File: src/rtl/bill_accumulator.sv
// Accumulates priced line items (price x qty, sequential shift-add) into a saturating bill total
// and presents the closed total with a discount enable for the downstream divide-by-4 stage.
module bill_accumulator #(
    parameter int PRICE_W     = 8,
    parameter int QTY_W       = 4,
    parameter int TOT_W       = 13,
    parameter int DISC_THRESH = 2000
) (
    input  logic               clk,
    input  logic               rst,
    input  logic               item_valid,
    input  logic [PRICE_W-1:0] item_price,
    input  logic [QTY_W-1:0]   item_qty,
    output logic               item_ready,
    input  logic               bill_close,
    output logic [TOT_W-1:0]   total,
    output logic               total_valid,
    output logic               disc_en,
    output logic               overflow,
    input  logic               out_ack
);

    localparam int PROD_W = PRICE_W + QTY_W;
    localparam int CNT_W  = (QTY_W > 1) ? $clog2(QTY_W) : 1;
    localparam logic [CNT_W-1:0] CNT_LAST = CNT_W'(QTY_W - 1);
    localparam logic [TOT_W-1:0] TOT_MAX  = '1;
    localparam logic [TOT_W-1:0] THRESH   = TOT_W'(DISC_THRESH);

    // Handshake: an item transfers on a rising edge where item_valid && item_ready; item_ready is
    // high only in IDLE. The closed bill is held (total_valid) until out_ack is seen in DONE.
    typedef enum logic [1:0] {
        S_IDLE = 2'd0,
        S_MUL  = 2'd1,
        S_ADD  = 2'd2,
        S_DONE = 2'd3
    } state_t;

    state_t             state_q, state_d;
    logic [PRICE_W-1:0] price_q, price_d;
    logic [QTY_W-1:0]   qty_q, qty_d;
    logic [PROD_W-1:0]  product_q, product_d;
    logic [CNT_W-1:0]   cnt_q, cnt_d;
    logic [TOT_W-1:0]   total_q, total_d;
    logic               close_pend_q, close_pend_d;
    logic               overflow_q, overflow_d;
    logic               total_valid_q, total_valid_d;
    logic               disc_en_q, disc_en_d;

    logic [TOT_W:0]     sum;
    logic [PROD_W-1:0]  addend;

    always_comb begin
        state_d       = state_q;
        price_d       = price_q;
        qty_d         = qty_q;
        product_d     = product_q;
        cnt_d         = cnt_q;
        total_d       = total_q;
        close_pend_d  = close_pend_q;
        overflow_d    = overflow_q;
        total_valid_d = total_valid_q;
        disc_en_d     = disc_en_q;

        sum    = {1'b0, total_q} + (TOT_W+1)'(product_q);
        addend = PROD_W'(price_q) << cnt_q;

        case (state_q)
            S_IDLE: begin
                if (item_valid) begin
                    price_d      = item_price;
                    qty_d        = item_qty;
                    product_d    = '0;
                    cnt_d        = '0;
                    close_pend_d = bill_close;
                    state_d      = S_MUL;
                end else if (bill_close) begin
                    total_valid_d = 1'b1;
                    disc_en_d     = (total_q >= THRESH);
                    state_d       = S_DONE;
                end
            end
            S_MUL: begin
                if (qty_q[cnt_q]) begin
                    product_d = product_q + addend;
                end
                cnt_d = cnt_q + CNT_W'(1);
                if (bill_close) begin
                    close_pend_d = 1'b1;
                end
                if (cnt_q == CNT_LAST) begin
                    state_d = S_ADD;
                end
            end
            S_ADD: begin
                // The carry bit of the widened sum is exactly the saturation condition.
                total_d      = sum[TOT_W] ? TOT_MAX : sum[TOT_W-1:0];
                overflow_d   = overflow_q | sum[TOT_W];
                close_pend_d = 1'b0;
                if (close_pend_q || bill_close) begin
                    total_valid_d = 1'b1;
                    disc_en_d     = (total_d >= THRESH);
                    state_d       = S_DONE;
                end else begin
                    state_d = S_IDLE;
                end
            end
            S_DONE: begin
                if (out_ack) begin
                    total_d       = '0;
                    overflow_d    = 1'b0;
                    total_valid_d = 1'b0;
                    disc_en_d     = 1'b0;
                    state_d       = S_IDLE;
                end
            end
            default: state_d = S_IDLE;
        endcase
    end

    always_ff @(posedge clk) begin
        if (rst) begin
            state_q       <= S_IDLE;
            price_q       <= '0;
            qty_q         <= '0;
            product_q     <= '0;
            cnt_q         <= '0;
            total_q       <= '0;
            close_pend_q  <= 1'b0;
            overflow_q    <= 1'b0;
            total_valid_q <= 1'b0;
            disc_en_q     <= 1'b0;
        end else begin
            state_q       <= state_d;
            price_q       <= price_d;
            qty_q         <= qty_d;
            product_q     <= product_d;
            cnt_q         <= cnt_d;
            total_q       <= total_d;
            close_pend_q  <= close_pend_d;
            overflow_q    <= overflow_d;
            total_valid_q <= total_valid_d;
            disc_en_q     <= disc_en_d;
        end
    end

    assign item_ready  = (state_q == S_IDLE) && !rst;
    assign total       = total_q;
    assign total_valid = total_valid_q;
    assign disc_en     = disc_en_q;
    assign overflow    = overflow_q;

endmodule

File: config.mk
export PLATFORM = sky130hd
export DESIGN_NAME = bill_accumulator
export DESIGN_NICKNAME = d
export VERILOG_FILES = /design/src/rtl/bill_accumulator.sv
export SDC_FILE = /design/constraint.sdc
export NUM_CORES = 1
export LEC_CHECK = 0
export CAP_MARGIN = 20
export CORE_ASPECT_RATIO = 1.5
export CORE_UTILIZATION = 45
export DETAILED_ROUTE_END_ITERATION = 16
export PLACE_DENSITY = 0.73
export REMOVE_ABC_BUFFERS = 1
export SLEW_MARGIN = 20
export SYNTH_ARGS = -nofsm -noshare
export SYNTH_HDL_FRONTEND = slang
export SYNTH_SLANG_ARGS = --single-unit
File: constraint.sdc
create_clock -name clk -period 3.3 [get_ports clk]
set_input_delay 0.33 -clock clk [delete_from_list [all_inputs] [get_ports clk]]
set_output_delay 0.33 -clock clk [all_outputs]
set_load 0.1 [all_outputs]
======== Word level (Yosys, flattened, before mapping) ========
Index checks and enable logic that the tools add are counted.
storage, ports and cells
  memories kept ........................... 0
  bits in registers ....................... 45
  input port bits ......................... 17
  bits in writable memories ............... 0
  output and inout bits ................... 17
  word-level logic and storage cells ...... 74
  ROM bits ................................ 0
  latch bits .............................. 0
cells by class
  div/mod/pow operators ................... 0
  bitwise gates (word level) .............. 1
  reduce and logical (&&, ||, !) cells .... 15
  add/subtract/negate cells ............... 3
  muxes and demuxes ....................... 28
  equality and inequality tests ........... 13
  shift operators ......................... 1
  magnitude comparators ................... 3
  multipliers ............................. 0
operators by type and width
  operator                                                                 count
  13-bit by 11-bit >= comparator with 1-bit output, second input constant  2
  13-bit two-way mux                                                       2
  13-bit one-hot mux with 2 select lines                                   1
  12-bit two-way mux                                                       2
  12-bit one-hot mux with 2 select lines                                   1
  2-bit inequality test, second input constant                             8
  13-bit by 12-bit adder with 14-bit output                                1
  12-bit adder                                                             1
  2-bit two-way mux                                                        6
  8-bit by 2-bit left shift with 12-bit output                             1
  1-bit two-way mux                                                        9
  1-bit one-hot mux with 3 select lines                                    3
  3-bit AND reduction                                                      3
  2-bit one-hot mux with 4 select lines                                    1
  2-bit equality test, second input constant                               3
  2-bit AND reduction                                                      3
  3-bit nonzero test                                                       2
  5-bit AND reduction                                                      1
  2-bit one-hot mux with 2 select lines                                    1
  2-bit nonzero test                                                       2
  2-bit by 3-bit < comparator with 1-bit output, second input constant     1
  3-bit inequality test, second input constant                             1
  2-bit by 1-bit adder with 2-bit output, second input constant            1
  1-bit binary-select mux with 2-bit select                                1
  other kinds (7)                                                          7

======== Depth between registers and ports, before layout ========
Gate-level depths: netlist (run 1).
  depth in word-level cells ............... 5
  gate-level depth with buffers ........... 11
  mapped depth without buffers ............ 10

======== Worst setup path before layout (run 1) ========
No wires, ideal clock.
  kind .................................... register to register
  from .................................... register total_q[0], in the netlist total[0]
  to ...................................... register total_q[12], in the netlist total[12]
  arrival time ............................ 2.842 ns
  library setup time ...................... 0.133 ns
  buffers on the path ..................... 0
  setup slack ............................. 0.325 ns
  clock period less this slack ............ 2.975 ns
  cell stages (with the launch flop) ...... 10
  data required time ...................... 3.167 ns
  cell sequence ........................... dfxtp_1 -> ha_1 -> inv_1 -> fa_1 -> and2b_1 -> o2111ai_1 -> and4_1 -> o41ai_2 -> nor4b_2 -> a211oi_2
between the ends
  word-level cells in the longest chain between the ends .. 3
RTL lines
  what                                       RTL line  source
  from (decl)                                43        logic [TOT_W-1:0] total_q, total_d;
  from (signal assigned)                     138       total_q <= total_d;
  13-bit by 12-bit adder with 14-bit output  64        sum = {1'b0, total_q} + (TOT_W+1)'(product_q);
  13-bit two-way mux                         96        total_d = sum[TOT_W] ? TOT_MAX : sum[TOT_W-1:0];
  13-bit one-hot mux with 2 select lines     67        case (state_q)
Every way passes these cells.
A chain may end at the register's enable or synchronous reset.

======== Final worst setup path (run 1) ========
  from .................................... register cnt_q[0]
  to ...................................... register product_q[11]
between the ends
  word-level cells in the longest chain between the ends .. 4
  elaborated cells between the ends (all ways) .. 8
  those cells by class .................... 1 x add/sub; 1 x eq/ne; 1 x shift; 4 x mux; 1 x reduce/logical
RTL lines
  what                                                                                                              RTL line  source
  from (decl)                                                                                                       42        logic [CNT_W-1:0] cnt_q, cnt_d;
  from (signal assigned)                                                                                            137       cnt_q <= cnt_d;
  8-bit by 2-bit left shift with 12-bit output / 1-bit binary-select mux with 2-bit select (equally long branches)  65, 83
  12-bit adder / 1-bit two-way mux (equally long branches)                                                          84, 83
  12-bit two-way mux / 2-bit inequality test (equally long branches)                                                --
  12-bit one-hot mux with 2 select lines / 3-bit AND reduction (equally long branches)                              --
  to (signal assigned)                                                                                              136       product_q <= product_d;
  to (decl)                                                                                                         41        logic [PROD_W-1:0] product_q, product_d;
Several ways; a longest one is shown, not always the timed one. The select of a mux whose other input is x is not followed.

==> out/metrics.cfg, run 1 <==
[worst_setup_path]
cp_cell_sequence = buf_4, mux2i_1, mux2i_1, ha_1, nand3_1, o2111ai_1, nand2_1, o2111ai_1, a211oi_2, a31o_1
required_ps = 3500
critPathKind = reg2reg
cp-start-kind = flop
timing.rr.end = product_q[11]
end_kind = flop
path_max_fanout = 14
r2r_start = cnt_q[0]
critPathMaxStageDelay_ps = 410
r2r_cells = 10
cp_data_arrival_time_ps = 2790
slowest_stage = dfxtp_1
rrSetupSlack_ps = 710

[synthesis]
synth_area_leader_cell = dfxtp_1
yosysWarnings = 0
post_synth.cell_area_avg_um2 = 8.142
synth_flop_cell = dfxtp_1
synth_top_area_share_pct = 27.80
async_reset_ff_share_pct = 0
synth_common_cells = nand2_1, dfxtp_1, nor2_1
ys_seq_area_share_pct = 27.80
synth_cell_types = 66
yosysMostFrequentCell = nand2_1
synthTopCellsByArea = dfxtp_1, ha_1, nand2_1
synthesis.area_um2 = 3241
synth-edff-count = 0
synth.ff_latch_count = 45
postSynthCellCount = 398

[drt]
drc_errors = 1
wl_um = 7234
post_drt_wl_per_cell_um = 14.30
drtPass1Iterations = 11
drt_iter0_drc = 145
antenna_left = 0
viasPerCell = 5.879
vias = 2975

[grt]
grt-ovfl-total = 0
grt_max_degree = 24
antenna_found_initial = 0
grt_pass1_vias = 2852
grt_usage_pct = 20.90
grt_pass1_wl_um = 12790

[min_path]
min_from = qty_q[2]
min_to = qty_q[2]
min_path_type = reg2reg
whs_path_depth = 2

[placement]
port_buffers = 33
gp_congestion = 0.9256
hpwl_um = 5706

[timing]
max_clock_freq_ghz = 0.3866
slew_headroom_pct = 34.92
fin_setup_tns_ps = 0
period_needed_ps = 2587
final_hold_viol_count = 0
fin_skew_ps = 6.936
setup_viol = 0
worstMarginPinSlew_ps = 973.1
rsz0062_at_grt = no
drv_slew = 0
period_share_pct = 78.39
hold_slack_ps = 456.7

[die]
rows = 37
fp.dieH_um = 105.9
initial_core_util_pct = 46.98
die_w_um = 71.29
ios = 34
core_area_um2 = 6898
die_area_um2 = 7552

[cts]
cts_resized = 0
clk_pin_slew_ps = 90
clock_sinks = 45
cts_root_buffer = clkbuf_8
worst_skew_pair.late_latency_ps = 300
cts_tree = yes
cts_buffers = 5
post_cts_buffers = 0
cts_buffer_depth = 2
cts_hold_buf = 0
cts_max_level = 2

[pwr]
vdd_drop_max_mv = 0.2852
p_leak_nw = 1.441
powerDensity_nw_per_um2 = 476.4

[cells_and_area]
num_antenna_cells = 0
area_delta_synth_final_pct = 15.29
final_nets = 474
drive_above_1_share_pct = 7.243

[outcome]
status = finished, violations left
violations = DRC

[flow_run]
maxCapViolCount = 0

-- metal layers --
layer / global-route usage, % / vias to the layer above / share of wire, %
li1: - / 1523 / -
met1: 24.42 / 1354 / 42
met2: 36.53 / 79 / 51
met3: 2.370 / 19 / 3.1
met4: 11.57 / 0 / 3.5
met5: 0 / - / 0
-- power by group --
part           internal [mW]  switching, mW  leakage (nW)
clock                  0.247          0.193        0.0585
sequential             0.599         0.0430         0.365
combinational          0.252          0.447          1.02
-- layout by cell type (no fill, tap or decap), types with 3 or more instances in the layout --
master           count
xor2_1               4
nand4_1              3
o2111ai_1            5
dfxtp_1             45
xnor2_1              8
nand2b_1             7
o211ai_1             3
nor3_1              16
nand3_1             11
o21a_1               5
mux2i_1             13
inv_1               14
nor2b_1              7
buf_4                6
nand3b_1             5
clkdlybuf4s50_1     32
a21o_1               3
clkbuf_8             6
o21ai_0              9
ha_1                28
nand2_1             49
a211oi_1             8
a21oi_1             33
nor2_1              35
a22oi_1              6
o21ai_1             11
a31oi_1              5
-- cells by family (layout without fill, tap and decap cells) --
logic type,after synthesis,after routing,synth area share [%]
multiplexers,14,14,4.710
buffers and inverters,31,61,4.324
AND/OR/NAND/NOR,152,152,23.59
AO/OA/AOI/OAI,114,114,24.29
adder cells (fa/ha/maj),30,30,12.05
XOR/XNOR,12,12,3.243
flip-flops,45,45,27.80
-- state kept, by name, summed over array words and instances (netlist names) --
register / cells
cnt_q: 2
qty_q: 4
overflow: 1
product_q: 12
close_pend_q: 1
total: 13
disc_en: 1
state_q: 2
total_valid: 1
price_q: 8
-- worst max-delay path, delay by kind of cell, from the launching register on --
family                   cells  cell delay, ps
flip-flops                   1             410
AND/OR/NAND/NOR              2             260
buffers and inverters        1             240
AO/OA/AOI/OAI                4             850
adder cells (fa/ha/maj)      1             380
multiplexers                 2             350
-- area by class of cell --
cell class,instances,area (um^2)
flip-flops and latches,45,900.9
repair buffers,38,365.4
clock inverters,1,30.03
well taps,78,97.59
fillers,636,3162
multi-input cells,322,2200
inverters,15,56.30
clock buffers,7,86.33
-- through the flow --
step	setup WS, ps	util [%]	area [um^2]	cells	power (mW)
floorplan	283.7	-	3157	382	1.181
global placement	795.3	52.48	3620	498	1.335
detailed placement	732.6	52.48	3620	498	1.350
CTS	726.7	54.16	3736	506	1.793
global route	461.8	54.16	3736	506	1.899
finish	713.1	54.16	3736	506	1.780
-- how the worst max path moves through the flow --
stage,from,endpoint,slack (ps),depth (start not counted)
after floorplan,total[0],total[12],280,9
after global placement,cnt_q[1],product_q[10],800,9
after detailed placement,cnt_q[0],product_q[11],730,10
after CTS,cnt_q[0],product_q[11],730,10
after global routing,cnt_q[0],product_q[10],460,9
final,cnt_q[0],product_q[11],710,10
(Power assumes the default switching activity.)
==> run 2, diff against run 1 <==
Settings changed: PLACE_DENSITY 0.73 to 0.75.
Clock period 3.3 ns to 2.3 ns, I/O delays scaled along.
==> out/metrics.cfg, run 2 (synthesized netlist as in run 1, its figures left out) <==
[worst_setup_path]
cp-start-kind = flop
critPathKind = reg2reg
end_kind = flop
path_buf_inv = 2  ; +1
slowest_stage = or4b_1
cp_data_arrival_time_ps = 2590  ; -200 ps
critPathMaxStageDelay_ps = 480  ; +70 ps
path_max_fanout = 7  ; -7
cp_top_family = simple AND/OR/NAND/NOR gates
cp_cell_sequence = buf_6, mux2i_2, mux2i_1, ha_1, inv_1, o21ai_2, a31oi_2, or4b_1, nand3_1
timing.rr.end = product_q[8]
crit_path_start = cnt_q[0]
rrSetupSlack_ps = -50  ; -760 ps
r2r_cells = 9  ; -1
r2r_start = cnt_q[0]
required_ps = 2540  ; -960 ps

[pwr]
vdd_drop_max_mv = 0.3716  ; +30%
p_seq_share_pct = 34.3  ; -1.8 points
combPwrFrac_pct = 44.5  ; +5.3 points
power.net_switching_mw = 1.038  ; +52%
p_leak_nw = 1.795  ; +25%
p_int_mw = 1.690  ; +54%
powerDensity_nw_per_um2 = 636.3  ; +34%
clkPwrFrac_pct = 21.3  ; -3.4 points
power_mw = 2.727  ; +53%
swShare_pct = 38.05  ; -0.29 points

[drt]
top_layer = met4
viasPerCell = 5.719  ; -2.7%
post_drt_wl_per_cell_um = 14.93  ; +4.4%
drtPass1Iterations = 10  ; -1
antenna_left = 0  ; unchanged
wl_um = 8285  ; +15%
drt_iter0_drc = 124  ; -14%
m1WireLength_um = 3379  ; +11%
wl_met2_um = 4529  ; +22%
wl_met3_um = 180  ; -20%
drc_errors = 3  ; +2
vias = 3174  ; +6.7%

[die]
fp.dieH_um = 105.9  ; unchanged
rows = 37  ; unchanged
core_area_um2 = 6898  ; unchanged
ios = 34  ; unchanged
die_w_um = 71.29  ; unchanged
die_area_um2 = 7552  ; unchanged
initial_core_util_pct = 46.98  ; unchanged

[cells_and_area]
fin_area_um2 = 4287  ; +15%
area_delta_synth_final_pct = 32.28
final_nets = 524  ; +11%
num_antenna_cells = 0  ; unchanged
fin_util_pct = 62.14  ; +8.0 points
largest_reg_flops = 13  ; unchanged
drive_above_1_share_pct = 27.67  ; +20 points
final_cell_mix = buf_4, nand2_1, dfxtp_1
layout_commonest_cell = buf_4

[timing]
setup_viol = 2  ; +2
fin_skew_ps = 8.156  ; +1.219 ps
max_clock_freq_ghz = 0.4257  ; +10%
drv_slew = 0  ; unchanged
period_share_pct = 102.1  ; +24 points
worstMarginPinSlew_ps = 830.7  ; -142.4 ps
final_hold_viol_count = 0  ; unchanged
setup_ws_ps = -49.34  ; -762.5 ps
period_needed_ps = 2349  ; -237.5 ps
rsz0062_at_grt = yes
slew_headroom_pct = 44.42  ; +9.5 points

[placement]
hpwl_um = 6229  ; +9.2%
gp_congestion = 0.9140  ; -1.3%
port_buffers = 33  ; unchanged
place_area_um2 = 3900  ; +7.7%

[cts]
cts_buffer_depth = 2  ; unchanged
worst_skew_pair.late_latency_ps = 300  ; about the same
cts_buffers = 5  ; unchanged
clk_pin_slew_ps = 90  ; about the same
cts_root_buffer = clkbuf_8
clock_sinks = 45  ; unchanged
cts_max_level = 2  ; unchanged
cts_tree = yes

[outcome]
status = finished, violations left
violations = DRC, setup timing

[grt]
antenna_found_initial = 0  ; unchanged
grt-ovfl-total = 0  ; unchanged
grt_pass1_wl_um = 13560  ; +6.0%
grt_max_degree = 16  ; -33%
grt_pass1_vias = 3065  ; +7.5%
grt_usage_pct = 22.01  ; +1.1 points

[min_path]
min_path_type = reg2reg
min_from = qty_q[3]
whs_path_depth = 2  ; unchanged
min_to = qty_q[3]

[flow_run]
maxCapViolCount = 0  ; unchanged

[run 2: cell types whose count changed in the layout (fill, tap and decap cells not counted), sizes merged]
| cell | change |
|---|---|
| clkbuf | -2 |
| clkdlybuf4s50 | -16 |
| buf | +66 |
| clkinv | +1 |
[run 2: layer usage]
metal | vias up | track usage (%)
met5 | - | 0
met1 | 1492 | 24.24
met3 | 15 | 2.275
met2 | 57 | 42.24
li1 | 1610 | -
met4 | 0 | 8.143
[run 2: timing repair]
item	4_1_cts	5_1_grt
pin swaps	7	16
buffers inserted	2	8
gates resized for setup	22	26
hold buffers	0	0
setup endpoints to repair	10	14
gates cloned	0	0
[run 2: how the worst max path moves through the flow]
stage | endpoint | slack (ps) | depth (start not counted)
2_1_floorplan | total[12] | -720 | 9
6_report | product_q[8] | -50 | 9
4_1_cts | disc_en | -50 | 11
5_1_grt | product_q[11] | -170 | 10
3_3_place_gp | product_q[10] | -130 | 9
3_5_place_dp | product_q[11] | -250 | 10
[run 2: tightest hold or removal path, stage by stage (launching register included)]
cell     delay (ps)
dfxtp_1         310
nand2_1          50
a21oi_1          50
[run 2: power by group through the flow]
stage               registers, mW  logic [mW]  clock network (mW)
floorplan                    1.03       0.664                   0
global placement            0.940        1.12                   0
detailed placement          0.945        1.14                   0
CTS                         0.931        1.16               0.606
global route                0.944        1.34               0.635
finish                      0.935        1.21               0.580
[run 2: stage by stage]
stage | worst slack, ps | hold WS [ps] | setup TNS, ps | cells
after floorplan | -716.3 | 299.1 | -4858 | 382
after global placement | -133.1 | 442.8 | -587.8 | 539
after detailed placement | -248.6 | 453.2 | -1103 | 539
after CTS | -45.69 | 465.0 | -64.08 | 548
after global routing | -171.3 | 483.6 | -929.6 | 555
final | -49.34 | 461.9 | -89.41 | 555
[run 2: area by class of cell]
| cell class | count | area, um^2 |
|---|---|---|
| Tap cell | 78 | 97.59 |
| Clock inverter | 2 | 35.03 |
| Inverter | 15 | 56.30 |
| Clock buffer | 5 | 68.82 |
| Sequential cell | 45 | 907.1 |
| Timing Repair Buffer | 88 | 724.4 |
| Multi-Input combinational cell | 322 | 2397 |
| Fill cell | 582 | 2611 |
